**src/rtl/hilo_div_sequencer.sv**
```systemverilog
// hilo_div_sequencer: multi-cycle radix-2 restoring divider and HI/LO write sequencer (optional DIV_ZERO_FAST_EN)
module hilo_div_sequencer #(
    parameter int WIDTH = 32
) (
    input  logic             clk,
    input  logic             rst,
    input  logic             start,
    input  logic             signed_op,
    input  logic [WIDTH-1:0] opa,
    input  logic [WIDTH-1:0] opb,
    input  logic             cancel,
    output logic             stall,
    output logic             busy,
    output logic             hilo_we,
    output logic [WIDTH-1:0] hi_out,
    output logic [WIDTH-1:0] lo_out
);
    localparam int CW = $clog2(WIDTH) + 1;
`ifdef DIV_ZERO_FAST_EN
    localparam bit FAST = 1'b1;
`else
    localparam bit FAST = 1'b0;
`endif

    typedef enum logic [1:0] {IDLE, BUSY, DONE} state_t;

    state_t           state, nxt;
    logic [CW-1:0]    cnt;
    logic             sa, sb, zero, accept, last, nb;
    logic [WIDTH-1:0] rem, quo, dvs, hold_hi, hold_lo;
    logic [WIDTH-1:0] ma, mb, diff, fix_hi, fix_lo;
    logic [WIDTH:0]   r_sh;

    assign ma     = (signed_op && opa[WIDTH-1]) ? -opa : opa;
    assign mb     = (signed_op && opb[WIDTH-1]) ? -opb : opb;
    assign r_sh   = {rem, quo[WIDTH-1]};
    assign nb     = r_sh >= {1'b0, dvs};
    assign diff   = r_sh[WIDTH-1:0] - dvs;
    assign fix_lo = zero ? '1 : (sa ^ sb) ? -quo : quo;
    assign fix_hi = sa ? -rem : rem;
    assign hi_out = (state == DONE && !cancel) ? fix_hi : hold_hi;
    assign lo_out = (state == DONE && !cancel) ? fix_lo : hold_lo;
    assign busy   = state != IDLE;

    // state register
    always_ff @(posedge clk or negedge rst) begin
        if (!rst) state <= IDLE;
        else      state <= nxt;
    end

    // next state and pipeline handshake; cancel suppresses stall and write in the same cycle
    always_comb begin
        nxt     = state;
        stall   = 1'b0;
        hilo_we = 1'b0;
        accept  = 1'b0;
        last    = cnt == CW'(WIDTH - 1);
        case (state)
            IDLE: begin
                accept = start && !cancel;
                stall  = accept;
                nxt    = !accept ? IDLE : (FAST && opb == '0) ? DONE : BUSY;
            end
            BUSY: begin
                stall = !cancel;
                nxt   = cancel ? IDLE : last ? DONE : BUSY;
            end
            default: begin
                hilo_we = !cancel;
                nxt     = IDLE;
            end
        endcase
    end

    // operand capture, one shift/subtract step per BUSY cycle, and result hold on write
    always_ff @(posedge clk or negedge rst) begin
        if (!rst) begin
            cnt     <= '0;
            sa      <= 1'b0;
            sb      <= 1'b0;
            zero    <= 1'b0;
            rem     <= '0;
            quo     <= '0;
            dvs     <= '0;
            hold_hi <= '0;
            hold_lo <= '0;
        end else if (accept) begin
            cnt  <= '0;
            sa   <= signed_op && opa[WIDTH-1];
            sb   <= signed_op && opb[WIDTH-1];
            zero <= opb == '0;
            dvs  <= mb;
            rem  <= (FAST && opb == '0) ? ma : '0;
            quo  <= (FAST && opb == '0) ? '1 : ma;
        end else if (state == BUSY) begin
            cnt <= cnt + 1'b1;
            rem <= nb ? diff : r_sh[WIDTH-1:0];
            quo <= {quo[WIDTH-2:0], nb};
        end else if (state == DONE && !cancel) begin
            hold_hi <= fix_hi;
            hold_lo <= fix_lo;
        end
    end
endmodule

```
**config.mk**
```make
export PLATFORM = sky130hd
export DESIGN_NAME = hilo_div_sequencer
export DESIGN_NICKNAME = d
export VERILOG_FILES = /design/src/rtl/hilo_div_sequencer.sv
export SDC_FILE = /design/constraint.sdc
export NUM_CORES = 1
export LEC_CHECK = 0
export BUFFER_PORTS_ARGS = -buffer_cell sky130_fd_sc_hd__buf_2
export CORE_UTILIZATION = 40
export DETAILED_ROUTE_END_ITERATION = 16
export PLACE_DENSITY = 0.56
export SLEW_MARGIN = 30
export SYNTH_ARGS = -nofsm -noshare
export SYNTH_HDL_FRONTEND = slang
export SYNTH_SLANG_ARGS = --single-unit
```
**constraint.sdc**
```tcl
create_clock -name clk -period 3.4 [get_ports clk]
set_input_delay 0.68 -clock clk [delete_from_list [all_inputs] [get_ports clk]]
set_output_delay 0.68 -clock clk [all_outputs]
set_load 0.01 [all_outputs]
```
Word-level counts from Yosys, hierarchy flattened --
Cells that the tools add are included.
Word-level totals: flip-flop bits (word level) 171, output and inout bits 67
Operators by class: add/subtract/negate cells 6, order comparisons 1, equality and inequality tests 3, muxes and demuxes 21, bitwise logic cells 3, reduce and logical (&&, ||, !) cells 11
Operators by type and width (number):
- 32-bit two-way mux | 12
- 32-bit negation | 4
- 33-bit by 32-bit >= comparator with 1-bit output | 1
- 32-bit logical NOT | 1
- 32-bit subtractor | 1
- 6-bit two-way mux | 2
- 6-bit by 1-bit adder with 6-bit output (second input constant) | 1
- 6-bit by 5-bit equality test with 1-bit output (second input constant) | 1
- 1-bit logical AND | 4
- 2-bit two-way mux | 2
- 2-bit case mux with 2 select lines | 1
- 2-bit nonzero test | 2
- 1-bit two-way mux | 3
- 2-bit by 1-bit equality test with 1-bit output (second input constant) | 1
- 2-bit equality test (second input constant) | 1
- 2-bit logical NOT | 1
- 1-bit NOT | 2
- 1-bit case mux with 2 select lines | 1
- 2-bit AND reduction | 1
- 2-bit OR reduction | 1
- 1-bit logical NOT | 1
- 1-bit XOR | 1

Longest topological paths before layout --
depth in word-level cells 5, gate-level depth with buffers 14, gate-level depth less buffers 12

Worst setup path after synthesis --
No wires, ideal clock.
path kind reg-to-output, start register rem[7], end output port hi_out[25], data arrival time 2.482 ns, path slack 0.238 ns, cell stages (with the launch flop) 9, path buffers 0, cells stage by stage dfrtp_1 > or4_4 > or4_1 > inv_1 > nand2_1 > o41ai_4 > nand2_1 > xnor2_1 > o21ai_0
Between the ends: cells in the longest elaborated chain, start to end 3
Ends and longest elaborated chain:
- from (decl) | RTL line 30 | logic [WIDTH-1:0] rem, quo, dvs, hold_hi, hold_lo;
- from (signal assigned) | RTL line 93 | rem <= (FAST && opb == '0) ? ma : '0;
- from (signal assigned) | RTL line 97 | rem <= nb ? diff : r_sh[WIDTH-1:0];
- 32-bit negation | RTL line 40 | assign fix_hi = sa ? -rem : rem;
- 32-bit two-way mux | RTL line 40
- 32-bit two-way mux
- to (decl) | RTL line 15 | output logic [WIDTH-1:0] hi_out,
No other way between the ends.

Worst setup path in the final report --
start register quo[11], end output port lo_out[25]
Between the ends: cells in the longest elaborated chain, start to end 4
Ends and longest elaborated chain:
- from (decl) | RTL line 30
- from (signal assigned) | RTL line 94 | quo <= (FAST && opb == '0) ? '1 : ma;
- from (signal assigned) | RTL line 98 | quo <= {quo[WIDTH-2:0], nb};
- 32-bit negation | RTL line 39 | assign fix_lo = zero ? '1 : (sa ^ sb) ? -quo : quo;
- 32-bit two-way mux (2 in a row) | RTL line 39
- 32-bit two-way mux
- to (decl) | RTL line 16 | output logic [WIDTH-1:0] lo_out
No other way between the ends.

==> flow_results.org <==
** Yosys
- During synthesis, Yosys emitted a total of 0 warnings.
- For this run, the leading register cell type out of synthesis is sky130_fd_sc_hd__dfrtp_1.
- Largest cells by area after synthesis :: sky130_fd_sc_hd__dfrtp_1 (37%), sky130_fd_sc_hd__o21ai_0 (8.9%), sky130_fd_sc_hd__xnor2_1 (6.2%), sky130_fd_sc_hd__nand2_1 (5.7%), sky130_fd_sc_hd__xor2_1 (4.9%)
- Unique cell type count in the Yosys netlist :: 72
- Avg Cell Area, Syn :: 8.37 sq um
- Netlist Area Pre-Place :: 11600 sq um
- The synthesized design contains 0 enable-type register cells.
- Synthesized netlist cell count :: 1385
- The synthesized design spends more area on one cell type than any other, namely sky130_fd_sc_hd__dfrtp_1.
- Async set or reset register ratio after synthesis :: 100%
- Area share of the largest cell type after synthesis :: 36.9%
- After synthesis the netlist holds a flip-flop and latch count of 171.
- Counting every net in the synthesized netlist gives 1492.
- Sequential elements use 36.9% of the synthesized area.

** Timing
- Min Tclk post-route :: 3600 ps
- The number of pins exceeding their max-slew limit in the final report is 0.
- For the pin with the worst max-slew slack, the measured transition is 851 ps.
- Slew headroom :: 43.2%
- Portion of the clock cycle consumed by the worst path in the final layout :: 106%
- Setup repair after global routing missed its margin :: yes
- Worst path setup slack after routing :: -200 ps
- Fmax :: 278 MHz
- Setup clock skew after layout :: 11.2 ps
- The number of failing hold endpoints at the final stage was 0.
- Setup violations remaining at the end of the flow were counted as 27.

** Global routing
- For this run, the total global-route usage over all layers was measured as 22.2%.
- The number of antenna violations at the first check in global routing is 0.
- Entering global routing, the biggest net connects 108 pins.
- The total overflow left after global routing is 0.
- Via count of the first global-routing pass :: 9505
- First-pass GRT wire length :: 51.4 mm

** Power
- Summed over all cells, the static leakage comes to 6.32 nW.
- In this run the power density over the cells is 745 nW/um^2.
- Across the VDD grid, the largest voltage drop is 0.398 mV.

** Cells and area
- Top library cells by usage in the layout, fill and taps aside :: sky130_fd_sc_hd__o21ai_0 (185), sky130_fd_sc_hd__nand2_1 (171), sky130_fd_sc_hd__dfrtp_1 (169), sky130_fd_sc_hd__buf_2 (134), sky130_fd_sc_hd__a21oi_1 (107)
- Number of inserted diodes :: 0
- Utilization of the core after routing :: 49.3%
- Share of layout cells above drive strength 1 :: 20.9%
- The library cell used most frequently in the layout, excluding fill and tap cells, is sky130_fd_sc_hd__o21ai_0.
- Relative to the synthesized area, the layout overhead comes to 19.7%.
- Summing all non-filler instances in the final layout gives an area of 13900 sq um.
- Final layout net count :: 1631

** Worst setup path
- The worst setup path is captured at an output port.
- STA classifies the critical path startpoint as a register.
- Top fanout value on the critical path :: 5
- Required time at the endpoint of the critical path :: 2720 ps
- Worst Path Arrival :: 2920 ps
- Startpoint-to-endpoint class of the critical path :: reg -> out

** Placed design
- At the placement stage, the worst setup path has a slack of 116 ps.
- In this run the cell area measured after placement is 12800 sq um.
- Routability congestion estimate :: 0.871
- Once detailed placement completed, the half-perimeter wirelength came to 23.6 mm.
- I/O Buffers :: 135

** Floorplan
- Die height :: 172 microns
- The die is 172 microns wide.
- Boundary Pins :: 136
- Initial core utilization :: 41.2%
- In this run the core area contains 61 standard-cell rows.
- The total area inside the core boundary comes to 28200 sq um.
- The die covers 29700 sq um.

** Drt
- The final route contains 10200 vias.
- In this run, the number of DRC markers left after iteration 0 of detailed routing was 689.
- Remaining DRCs :: 0
- After detailed routing, the average wire length per cell comes to 16.8 microns.
- Count of TritonRoute iterations in the first routing pass :: 5
- After detailed routing, the number of vias per cell comes to 5.34.
- Routed WL :: 32.1 mm
- Number of antenna-violating nets in the routed design :: 0

** Min path
- In this run the worst hold path is classified as in -> async.

** Clock tree
- After clock tree synthesis, the clock-pin slew on the worst setup and hold paths is 70 ps.
- CTS saw 171 sinks.
- The later pin in the worst-skew pair is clocked with a latency of 440 ps.
- The longest clock path from root to sink contains 2 buffers.
- Number of CTS-inserted buffers :: 17
- Deepest level of the CTS H-tree :: 4
- Hold repair after CTS inserted 0 buffers.
- Clock tree synthesis selected as its root buffer the cell sky130_fd_sc_hd__clkbuf_16.
- Clock tree from TritonCTS :: built

** Outcome
- Result of the run :: finished with violations
- Violated checks :: negative setup slack

** Job
- Max-cap violations in this run came to 0.
## critical path, stage by stage (launching register included)
cell	delay (ps)
sky130_fd_sc_hd__dfrtp_1	390
sky130_fd_sc_hd__or4_4	560
sky130_fd_sc_hd__nor4b_4	210
sky130_fd_sc_hd__buf_4	160
sky130_fd_sc_hd__nand3b_1	230
sky130_fd_sc_hd__buf_4	230
sky130_fd_sc_hd__o31ai_4	180
sky130_fd_sc_hd__xnor2_1	110
sky130_fd_sc_hd__o21ai_1	200
sky130_fd_sc_hd__nand2_1	80
sky130_fd_sc_hd__buf_2	140
## registers in the layout, summed over array words and instances (netlist names)
register / flops
state: 2
cnt: 6
dvs: 32
zero: 1
hold_lo: 32
sa: 1
rem: 32
sb: 1
quo: 32
hold_hi: 32
## area by class of cell
| type | count | area (sq um) |
|---|---|---|
| Clock inverter | 13 | 141 |
| Sequential cell | 171 | 4280 |
| Inverter | 54 | 203 |
| Fill cell | 2761 | 14300 |
| Tap cell | 378 | 473 |
| Clock buffer | 19 | 433 |
| Multi-Input combinational cell | 1077 | 7110 |
| Timing Repair Buffer | 203 | 1230 |
## per-layer routing
layer	vias up	wire length, microns	global-route usage (%)
li1	5190	-	-
met1	4796	17200	35.1
met2	228	12900	30.6
met3	18	1800	4.46
met4	0	246	4.35
met5	-	0	0
## metrics by stage
stage / hold WS [ps] / TNS (ps) / std cells / power [mW]
floorplan: 384 / 0 / 1385 / 6.57
global placement: 445 / 0 / 1860 / 7.89
detailed placement: 450 / 0 / 1860 / 7.95
CTS: 215 / -3550 / 1904 / 10.1
global route: 239 / -6590 / 1915 / 11.1
finish: 206 / -2680 / 1915 / 10.3
## cells by family (layout without fill, tap and decap cells)
logic type / Yosys count / after routing / share of synthesized area, %
and+or+nand+nor: 403 / 403 / 16.6
DFF: 171 / 171 / 36.9
AOI/OAI and AO/OA: 463 / 463 / 23.9
muxes: 26 / 26 / 2.25
buffers and inverters: 137 / 289 / 5.08
adders and majority gates: 38 / 38 / 4.17
xor gates and xnor gates: 147 / 147 / 11.1
## final timing paths
path                             from  slack, ps  depth (start not counted)          to
setup / recovery              quo[11]       -200                         10  lo_out[25]
min in group clk           hold_lo[0]        460                          2  hold_lo[0]
max in group asynchronous         rst       2310                          2  hold_lo[9]
hold reg to reg            hold_lo[0]        460                          2  hold_lo[0]
hold / removal                    rst        210                          1  hold_hi[9]
setup reg to reg               rem[1]        220                         13     rem[20]
## timing repair
action                                  4_1_cts  5_1_grt
setup buffers                                12       11
pin swaps                                    18       18
endpoints found under the setup margin       30       33
resized for setup                            51       42
## synth_stat cells, types with 7 or more instances
library cell               instances
sky130_fd_sc_hd__dfrtp_1         171
sky130_fd_sc_hd__a22oi_1          29
sky130_fd_sc_hd__a31oi_1           8
sky130_fd_sc_hd__nand2b_1         10
sky130_fd_sc_hd__a21oi_1         112
sky130_fd_sc_hd__a21o_1           11
sky130_fd_sc_hd__nor2b_1          11
sky130_fd_sc_hd__o21ai_0         206
sky130_fd_sc_hd__xnor2_1          82
sky130_fd_sc_hd__nand4_1           7
sky130_fd_sc_hd__nor3_1           18
sky130_fd_sc_hd__nor2_1           82
sky130_fd_sc_hd__nand2_1         177
sky130_fd_sc_hd__nand3_1          28
sky130_fd_sc_hd__xor2_1           65
sky130_fd_sc_hd__ha_1             37
sky130_fd_sc_hd__and2_1            9
sky130_fd_sc_hd__o41ai_1          11
sky130_fd_sc_hd__o21a_1           10
sky130_fd_sc_hd__a211oi_1          8
sky130_fd_sc_hd__mux2i_1          26
sky130_fd_sc_hd__clkbuf_1         68
sky130_fd_sc_hd__buf_6             7
sky130_fd_sc_hd__inv_1            54
sky130_fd_sc_hd__nor4_1           11
sky130_fd_sc_hd__and3_1            9
sky130_fd_sc_hd__o31ai_1          28
sky130_fd_sc_hd__or4_1            11
## power by group
group	leakage [nW]	internal [mW]	switching (mW)
clock	0.274	1.09	0.880
combinational	3.85	2.32	3.01
sequential	2.19	2.45	0.587
Power figures use the tool's default switching activity.
